==> config.mk <==
export PLATFORM = sky130hd
export DESIGN_NAME = demux32_stream_1to2
export DESIGN_NICKNAME = d
export VERILOG_FILES = /design/src/rtl/demux32_stream_1to2.sv
export SDC_FILE = /design/constraint.sdc
export NUM_CORES = 1
export LEC_CHECK = 0
export ABC_AREA = 1
export CORE_ASPECT_RATIO = 0.75
export CORE_MARGIN = 1.5
export CORE_UTILIZATION = 50
export DETAILED_ROUTE_END_ITERATION = 10
export GPL_ROUTABILITY_DRIVEN = 0
export MAX_ROUTING_LAYER = met4
export PLACE_DENSITY = 0.91
export SLEW_MARGIN = 20
export SYNTH_ARGS = -nofsm -noshare
export SYNTH_HDL_FRONTEND = slang
export SYNTH_SLANG_ARGS = --single-unit
==> constraint.sdc <==
create_clock -name Clk -period 1.9 [get_ports Clk]
set_input_delay 0.19 -clock Clk [delete_from_list [all_inputs] [get_ports Clk]]
set_output_delay 0.19 -clock Clk [all_outputs]
set_load 0.03 [all_outputs]
==> src/rtl/demux32_stream_1to2.sv <==
// demux32_stream_1to2: registered 1-to-2 stream demux with a one-entry holding slot per port
module demux32_stream_1to2 #(
  parameter int WIDTH = 32,
  parameter int CW = 16
) (
  input  logic             Clk,
  input  logic             Rst,
  input  logic [WIDTH-1:0] in_data,
  input  logic             in_valid,
  input  logic             sel,
  output logic             in_ready,
  output logic [WIDTH-1:0] outA_data,
  output logic             outA_valid,
  input  logic             outA_ready,
  output logic [WIDTH-1:0] outB_data,
  output logic             outB_valid,
  input  logic             outB_ready,
  output logic [CW-1:0]    countA,
  output logic [CW-1:0]    countB
);
  logic [WIDTH-1:0] a_data_q, a_data_d, b_data_q, b_data_d;
  logic             a_valid_q, a_valid_d, b_valid_q, b_valid_d;
  logic [CW-1:0]    a_cnt_q, a_cnt_d, b_cnt_q, b_cnt_d;
  logic             drain_a, drain_b, load_a, load_b;
  // slot next-state: a drained slot may reload in the same cycle, so a streaming port never bubbles
  always_comb begin
    drain_a   = a_valid_q & outA_ready;
    drain_b   = b_valid_q & outB_ready;
    in_ready  = !Rst & (sel ? (!a_valid_q | outA_ready) : (!b_valid_q | outB_ready));
    load_a    = in_valid & in_ready & sel;
    load_b    = in_valid & in_ready & !sel;
    a_valid_d = load_a | (a_valid_q & !drain_a);
    b_valid_d = load_b | (b_valid_q & !drain_b);
    a_data_d  = load_a ? in_data : a_data_q;
    b_data_d  = load_b ? in_data : b_data_q;
    a_cnt_d   = drain_a ? a_cnt_q + CW'(1) : a_cnt_q;
    b_cnt_d   = drain_b ? b_cnt_q + CW'(1) : b_cnt_q;
  end
  // state registers; reset discards held words without counting them
  always_ff @(posedge Clk) begin
    if (Rst) begin
      a_data_q  <= '0;
      b_data_q  <= '0;
      a_valid_q <= 1'b0;
      b_valid_q <= 1'b0;
      a_cnt_q   <= '0;
      b_cnt_q   <= '0;
    end else begin
      a_data_q  <= a_data_d;
      b_data_q  <= b_data_d;
      a_valid_q <= a_valid_d;
      b_valid_q <= b_valid_d;
      a_cnt_q   <= a_cnt_d;
      b_cnt_q   <= b_cnt_d;
    end
  end
  assign outA_data  = a_data_q;
  assign outA_valid = a_valid_q;
  assign outB_data  = b_data_q;
  assign outB_valid = b_valid_q;
  assign countA     = a_cnt_q;
  assign countB     = b_cnt_q;
endmodule

* After elaboration in Yosys (flattened, before gate mapping)
Cells that the tools add are included.
Cells by class: reduce and logical (&&, ||, !) cells 6, bitwise gates (word level) 12, add/sub/neg operators 2, muxes and demuxes 1
Operators with widths (number):
- adder 16 x 1 -> 16 bit (second input constant) | 2
- bitwise AND 1 bit | 8
- zero test 1 bit | 6
- bitwise OR 1 bit | 4
- 2-to-1 mux 1 bit | 1
Word-level totals: bits in registers 98, output and inout port bits 99, logic and storage cells 27, input port bits 38

* Logic depth before layout (Yosys ltp)
Gate-level depths: netlist of run 1.
depth after elaboration 7, depth in mapped cells 9, gate-level depth less buffers 8

* Worst setup path before layout of run 1
No wires, ideal clock.
path kind reg2reg, from register a_cnt_q[1], in the netlist countA[1], to register a_cnt_q[12], in the netlist countA[12], path slack 0.419 ns, data arrival time 1.368 ns, setup time 0.113 ns, data required time 1.787 ns, stages on the path, launching flop included 7, path buffers 0, clock period less this slack 1.481 ns, cell sequence dfxtp_1 > ha_1 > nand3_1 > nor3_2 > nand3_1 > nor2_1 > nor2_1
On the way: cells in the longest elaborated chain, start to end 1
Ends and longest elaborated chain:
- start, declared | RTL line 23 | logic [CW-1:0] a_cnt_q, a_cnt_d, b_cnt_q, b_cnt_d;
- start signal, assigned | RTL line 53 | a_cnt_q <= a_cnt_d;
- adder 16 x 1 -> 16 bit | RTL line 36 | a_cnt_d = drain_a ? a_cnt_q + CW'(1) : a_cnt_q;
Every way passes these cells. A chain may end at the register's enable or synchronous reset.

* Final worst setup path of run 1
from register b_valid_q, in the netlist outB_valid, to output in_ready
On the way: cells in the longest elaborated chain, start to end 4
Ends and longest elaborated chain:
- start, declared | RTL line 22 | logic a_valid_q, a_valid_d, b_valid_q, b_valid_d;
- start signal, assigned | RTL line 52 | b_valid_q <= b_valid_d;
- zero test 1 bit | RTL line 29 | in_ready = !Rst & (sel ? (!a_valid_q | outA_ready) : (!b_valid_q | outB_ready));
- bitwise OR 1 bit | RTL line 29
- 2-to-1 mux 1 bit | RTL line 29
- bitwise AND 1 bit | RTL line 29
- end, declared | RTL line 11 | output logic in_ready,
Every way passes these cells.

==> results.py, run 1 <==
metrics = {
    "outcome": {
        "status": "completed",
    },
    "cts": {
        "clkSinkCount": 98,
        "clk_latency_ns": 0.36,
        "cts_tree": "done",
        "ctsHtreeMaxLevel": 3,
        "cts-buffers-inserted": 9,
        "clkSlewWorstSetupHoldPaths_ns": 0.09,
        "ctsLongestPathBuffers": 2,
        "root_buffer": "clkbuf_8",
    },
    "worst_setup_path": {
        "start_kind": "flop",
        "arrival_ns": 1.52,
        "crit_required_ns": 1.71,
        "critPathLaunch": "outB_valid",
        "critPathKind": "reg2out",
        "timing.rr.start": "outA_valid",
        "critical_path.max_fanout": 8,
        "end_kind": "output pin",
    },
    "global_route": {
        "grt_pass1_vias": 4106,
        "grt_max_degree": 65,
        "use_met3_pct": 4.16,
        "use_met1_pct": 34.3,
        "grt.overflow.total": 0,
        "antenna_found_initial": 0,
        "grt_pass1_wl_mm": 18.7,
        "grt_use_total_pct": 27.7,
        "top_usage_layer": "met2",
        "grt_util_met2_pct": 45.7,
    },
    "sta": {
        "period_share_pct": 90.2,
        "fin_crit_ns": 1.71,
        "tightest_slew_ns": 0.774,
        "fin_worst_skew_ns": 0.0164,
        "max_slew_margin_pct": 48.4,
        "layout_setup_ws_ns": 0.186,
        "finalSetupViolCount": 0,
        "hold_viol_final": 0,
        "finalMaxSlewViolations": 0,
        "rsz0062_at_grt": "false",
        "holdWs_ns": 0.493,
        "fmax_mhz": 583,
    },
    "yosys": {
        "post_synth.cell_area_avg_um2": 6.90,
        "synthMuxAreaShare_pct": 0,
        "netlist_area_um2": 4220,
        "synthSimpleGateAreaFrac_pct": 33.6,
        "synth_xor_area_share_pct": 0,
        "synth_compound_area_share_pct": 8.53,
        "synth_ff_type": "dfxtp_1",
        "synth_top_family_by_area": "simple AND/OR/NAND/NOR gates",
        "synth_seq_area_share_pct": 46.4,
        "synth.distinct_cells": 21,
        "ys_seq_elements": 98,
        "synth_nets": 652,
        "synth_edf_count": 0,
        "syn_inst": 612,
        "synth-adder-area-share_pct": 0.592,
        "synth_warnings": 0,
        "async_reset_ff_share_pct": 0,
    },
    "die": {
        "die_x_um": 109,
        "ios": 137,
        "core_area_um2": 8020,
        "initial_core_util_pct": 52.7,
        "fp.dieH_um": 82.6,
        "row_count": 28,
        "dieArea_um2": 9010,
    },
    "power": {
        "leakagePower_nw": 2.43,
        "powerDensity_nw_per_um2": 690,
        "power_w": 0.00403,
        "vdd_ir_drop_max_mv": 0.548,
    },
    "placed_design": {
        "portBuffers": 136,
        "dp_hpwl_mm": 8.58,
        "pre_cts_slack_ns": -0.141,
        "dp_cells": 832,
    },
    "detailed_routing": {
        "drt-initial-drc-count": 218,
        "wl_per_cell_um": 14.2,
        "ant_nets": 0,
        "dr.pass1.iters": 5,
        "routed_wl_mm": 12.1,
        "num_vias": 4472,
        "drc": 0,
        "viasPerCell": 5.24,
    },
    "layout": {
        "fin_util_pct": 72.8,
        "stdcell_count": 853,
        "antenna_cells": 0,
        "area_growth_pct": 38.3,
        "nNetsFinal": 783,
        "drive_gt1_share_pct": 5.35,
    },
    "hold_path": {
        "min_from": "outB_data[31]",
        "hold_path_class": "reg2reg",
    },
    "job": {
        "max_cap_violations": 0,
    },
}
==> where the power goes <==
part	switching (W)	internal (W)	total [W]
clock	0.000762	0.000500	0.00126
combinational	0.000362	0.000255	0.000617
sequential	0.0000407	0.00212	0.00216
total	0.00116	0.00287	0.00403
==> kinds of logic (layout without fill, tap and decap cells) <==
logic type | count (synthesis) | in the layout
AO/OA/AOI/OAI | 71 | 71
adder cells (fa/ha/maj) | 2 | 2
buffers and inverters | 104 | 239
AND/OR/NAND/NOR | 337 | 338
flip-flops | 98 | 98
==> registers in the layout (all words and copies together), names as in the netlist <==
register / flops
countA: 16
outB_data: 32
outA_valid: 1
countB: 16
outA_data: 32
outB_valid: 1
==> layer usage <==
layer | vias to the layer above | wire (µm)
li1 | 2188 | -
met1 | 2045 | 5210
met2 | 213 | 5830
met3 | 26 | 854
met4 | 0 | 204
met5 | - | 0
==> repair_timing <==
action | CTS | global route
pin swaps | 1 | 1
setup endpoints to repair | 1 | 1
resized for setup | 1 | 0
cloned | 1 | 0
hold buffers | 0 | 0
buffers inserted | 0 | 4
==> area by class of cell <==
type	instances	area (µm²)
flip-flops and latches	98	1960
inverters	73	274
clock buffers	9	124
repair buffers	150	1480
multi-input cells	411	1820
well taps	105	131
fillers	651	2180
clock inverters	7	58.8
==> worst max-delay path: stages (launching register included) <==
cell,delay (ns)
dfxtp_1,0.41
inv_1,0.10
nor3_2,0.34
nor2_4,0.13
buf_4,0.20
==> path summary, 6_finish.rpt <==
kind | to | slack (ns) | depth (start not counted)
min reg2reg | outB_data[31] | 0.49 | 2
max reg2reg | outB_data[14] | 0.22 | 6
max | in_ready | 0.19 | 4
min | outB_data[31] | 0.49 | 2
==> through the flow <==
stage | TNS [ns] | area (µm²)
after global placement | -0.819 | 5620
after detailed placement | -2.88 | 5620
after CTS | 0 | 5810
after floorplan | 0 | 4220
final | 0 | 5840
after global routing | 0 | 5840
==> cell usage in the layout, fill, tap and decap left out <==
| cell type | count |
|---|---|
| nand3b_1 | 1 |
| clkinv_4 | 1 |
| o21ai_0 | 18 |
| ha_1 | 2 |
| clkinv_2 | 1 |
| nand4_1 | 35 |
| clkbuf_8 | 9 |
| buf_4 | 14 |
| nand2_1 | 92 |
| o21bai_1 | 2 |
| inv_2 | 2 |
| nor2_1 | 182 |
| inv_1 | 71 |
| inv_8 | 1 |
| clkinvlp_4 | 1 |
| inv_6 | 3 |
| nor2_4 | 2 |
| buf_12 | 1 |
| dfxtp_1 | 98 |
| clkdlybuf4s50_1 | 135 |
| nor3_1 | 3 |
| nor3_2 | 3 |
| a21oi_1 | 51 |
| nand4_2 | 1 |
| nor2_2 | 1 |
| nand3_1 | 18 |
==> synthesized netlist by cell type (2+ instances only) <==
master    number  share of area (%)
nor2_4         2               0.53
inv_1         71                6.3
buf_1          5               0.44
ha_1           2               0.59
clkbuf_1      10               0.89
buf_6          7                1.9
inv_2          2               0.18
a21oi_1       51                6.0
nand3_1       18                2.1
nand2_1       92                8.2
nor3_1         4               0.47
o21bai_1       2               0.36
nand4_1       35                5.2
nor2_1       182                 16
o21ai_0       18                2.1
nor3_2         2               0.47
dfxtp_1       98                 46
buf_2          8               0.95
Note: power is estimated with default switching activity, not from simulation.
==> run 2: changes to the inputs <==
--- a/config.mk
+++ b/config.mk
@@ -9,8 +9,8 @@
 export CORE_ASPECT_RATIO = 0.75
 export CORE_MARGIN = 1.5
 export CORE_UTILIZATION = 50
+export CTS_CLUSTER_SIZE = 40
 export DETAILED_ROUTE_END_ITERATION = 10
-export GPL_ROUTABILITY_DRIVEN = 0
 export MAX_ROUTING_LAYER = met4
 export PLACE_DENSITY = 0.91
 export SLEW_MARGIN = 20
==> results.py, run 2 (synthesized netlist as in run 1, its figures left out) <==
metrics = {
    "outcome": {
        "status": "completed",
    },
    "sta": {
        "max_slew_margin_pct": 42.2,
        "finalSetupViolCount": 0,
        "rsz0062_at_grt": "false",
        "tightest_slew_ns": 0.866,
        "period_share_pct": 93.8,
        "fin_worst_skew_ns": 0.0114,
        "fin_crit_ns": 1.78,
        "fmax_mhz": 561,
        "layout_setup_ws_ns": 0.118,
        "hold_viol_final": 0,
        "finalMaxSlewViolations": 0,
    },
    "placed_design": {
        "portBuffers": 136,
        "gp_congestion": 0.892,
        "pre_cts_slack_ns": -0.152,
        "dpl_cell_area_um2": 5610,
        "dp_hpwl_mm": 8.32,
    },
    "global_route": {
        "grt_max_degree": 65,
        "antenna_found_initial": 0,
        "grt_pass1_vias": 3989,
        "grt.overflow.total": 0,
        "grt_pass1_wl_mm": 18.4,
        "grt_use_total_pct": 27.1,
    },
    "cts": {
        "clkSlewWorstSetupHoldPaths_ns": 0.10,
        "cts_tree": "done",
        "cts-buffers-inserted": 9,
        "root_buffer": "clkbuf_8",
        "ctsHtreeMaxLevel": 3,
        "clkSinkCount": 98,
        "ctsLongestPathBuffers": 2,
        "clk_latency_ns": 0.35,
    },
    "layout": {
        "final_cell_mix": "nor2_1 (182), clkdlybuf4s50_1 (135), dfxtp_1 (98)",
        "area_growth_pct": 38.1,
        "area.sequential_um2": 1960,
        "nNetsFinal": 781,
        "multi_input_area_um2": 1820,
        "final_common_cell": "nor2_1",
        "n_fill_cell": 660,
        "antenna_cells": 0,
        "fin_area_um2": 5830,
        "drive_gt1_share_pct": 5.09,
    },
    "detailed_routing": {
        "routed_wl_mm": 11.9,
        "dr_wl_met2_mm": 5.71,
        "drc": 0,
        "wl_per_cell_um": 14.0,
        "wl_met3_um": 832,
        "wirelength_met1_mm": 5.24,
        "highest_layer": "met4",
        "viasPerCell": 5.22,
        "dr.pass1.iters": 5,
        "num_vias": 4439,
        "ant_nets": 0,
        "drt-initial-drc-count": 235,
    },
    "die": {
        "dieArea_um2": 9010,
        "fp.dieH_um": 82.6,
        "initial_core_util_pct": 52.7,
        "row_count": 28,
        "die_x_um": 109,
        "ios": 137,
        "core_area_um2": 8020,
    },
    "worst_setup_path": {
        "crit_required_ns": 2.15,
        "critPathLaunch": "outA_ready",
        "r2r_end": "outB_data[19]",
        "crit_end": "outB_data[19]",
        "start_kind": "input port",
        "critical_path.max_fanout": 16,
        "critPathKind": "in2reg",
        "arrival_ns": 2.03,
        "rr_worst_depth": 6,
        "timing.rr.start": "outA_valid",
        "r2r_slack_ns": 0.14,
        "end_kind": "flop",
    },
    "power": {
        "powerDensity_nw_per_um2": 693,
        "vdd_ir_drop_max_mv": 0.480,
        "leakagePower_nw": 2.42,
    },
    "hold_path": {
        "hold_path_class": "reg2reg",
        "min_from": "outB_data[16]",
    },
    "job": {
        "max_cap_violations": 0,
    },
}
-- run 2: cell types whose count changed in the layout (fill, tap and decap cells not counted) --
cell / before / now
buf_4: 14 / 12
clkinv_2: 1 / 0
clkinv_4: 1 / 3
inv_6: 3 / 2
-- run 2: area by class of cell --
| type | instances | share of cell area [%] |
|---|---|---|
| timing repair buffer | 148 | 25.1 |
| clock inverter | 7 | 1.07 |
| clock buffer | 9 | 2.12 |
| multi-input combinational | 411 | 31.2 |
| tap | 105 | 2.25 |
| inverter | 73 | 4.70 |
| sequential | 98 | 33.6 |
-- run 2: stage by stage --
stage	total power [W]	hold WS [ns]	TNS [ns]	std cells	util, %
final	0.00404	0.491	0	851	72.7
after detailed placement	0.00280	0.471	-3.38	831	69.9
after global routing	0.00419	0.510	0	851	72.7
after CTS	0.00405	0.490	0	848	72.4
after global placement	0.00279	0.464	-1.32	831	69.9
after floorplan	0.00255	0.378	0	612	-
-- run 2: per-layer routing --
layer	global-route usage [%]	up-vias
met3	4.71	14
met2	45.9	198
li1	-	2178
met1	33.6	2049
met5	-	-
met4	7.11	0
-- run 2: where the power goes --
part	switching, W	leakage [nW]	total (W)	internal [W]
combinational	0.000362	1.54	0.000615	0.000253
clock	0.000768	0.0923	0.00127	0.000502
sequential	0.0000397	0.796	0.00215	0.00212
total	0.00117	2.42	0.00404	0.00287
-- run 2: worst max-delay path: stages --
cell,delay (ns)
clkdlybuf4s50_1,0.49
inv_1,0.07
nand3_1,0.11
nand2_1,0.14
nor2_2,0.71
nand4_1,0.17
nand2_1,0.10
nor2_1,0.05
-- run 2: worst min-delay path by stage --
| stage | to | slack (ns) | cells past startpoint |
|---|---|---|---|
| after global routing | outB_data[30] | 0.51 | 2 |
| after CTS | outB_data[16] | 0.49 | 2 |
| after detailed placement | outB_data[16] | 0.47 | 2 |
| final | outB_data[16] | 0.49 | 2 |
| after global placement | outA_data[4] | 0.46 | 2 |
| after floorplan | outA_valid | 0.38 | 2 |
-- run 2: timing repair --
action	4_1_cts	5_1_grt
pin swaps	1	1
setup endpoints to repair	1	1
hold buffers	0	0
gates resized for setup	1	0
buffers inserted	0	3
cloned	1	0
==> run 3: changes to the inputs <==
--- a/config.mk
+++ b/config.mk
@@ -6,6 +6,7 @@
 export NUM_CORES = 1
 export LEC_CHECK = 0
 export ABC_AREA = 1
+export CAP_MARGIN = 20
 export CORE_ASPECT_RATIO = 0.75
 export CORE_MARGIN = 1.5
 export CORE_UTILIZATION = 50
==> results of run 3 <==
Same layout as run 2: the final DEF is identical, and so are final timing and power.
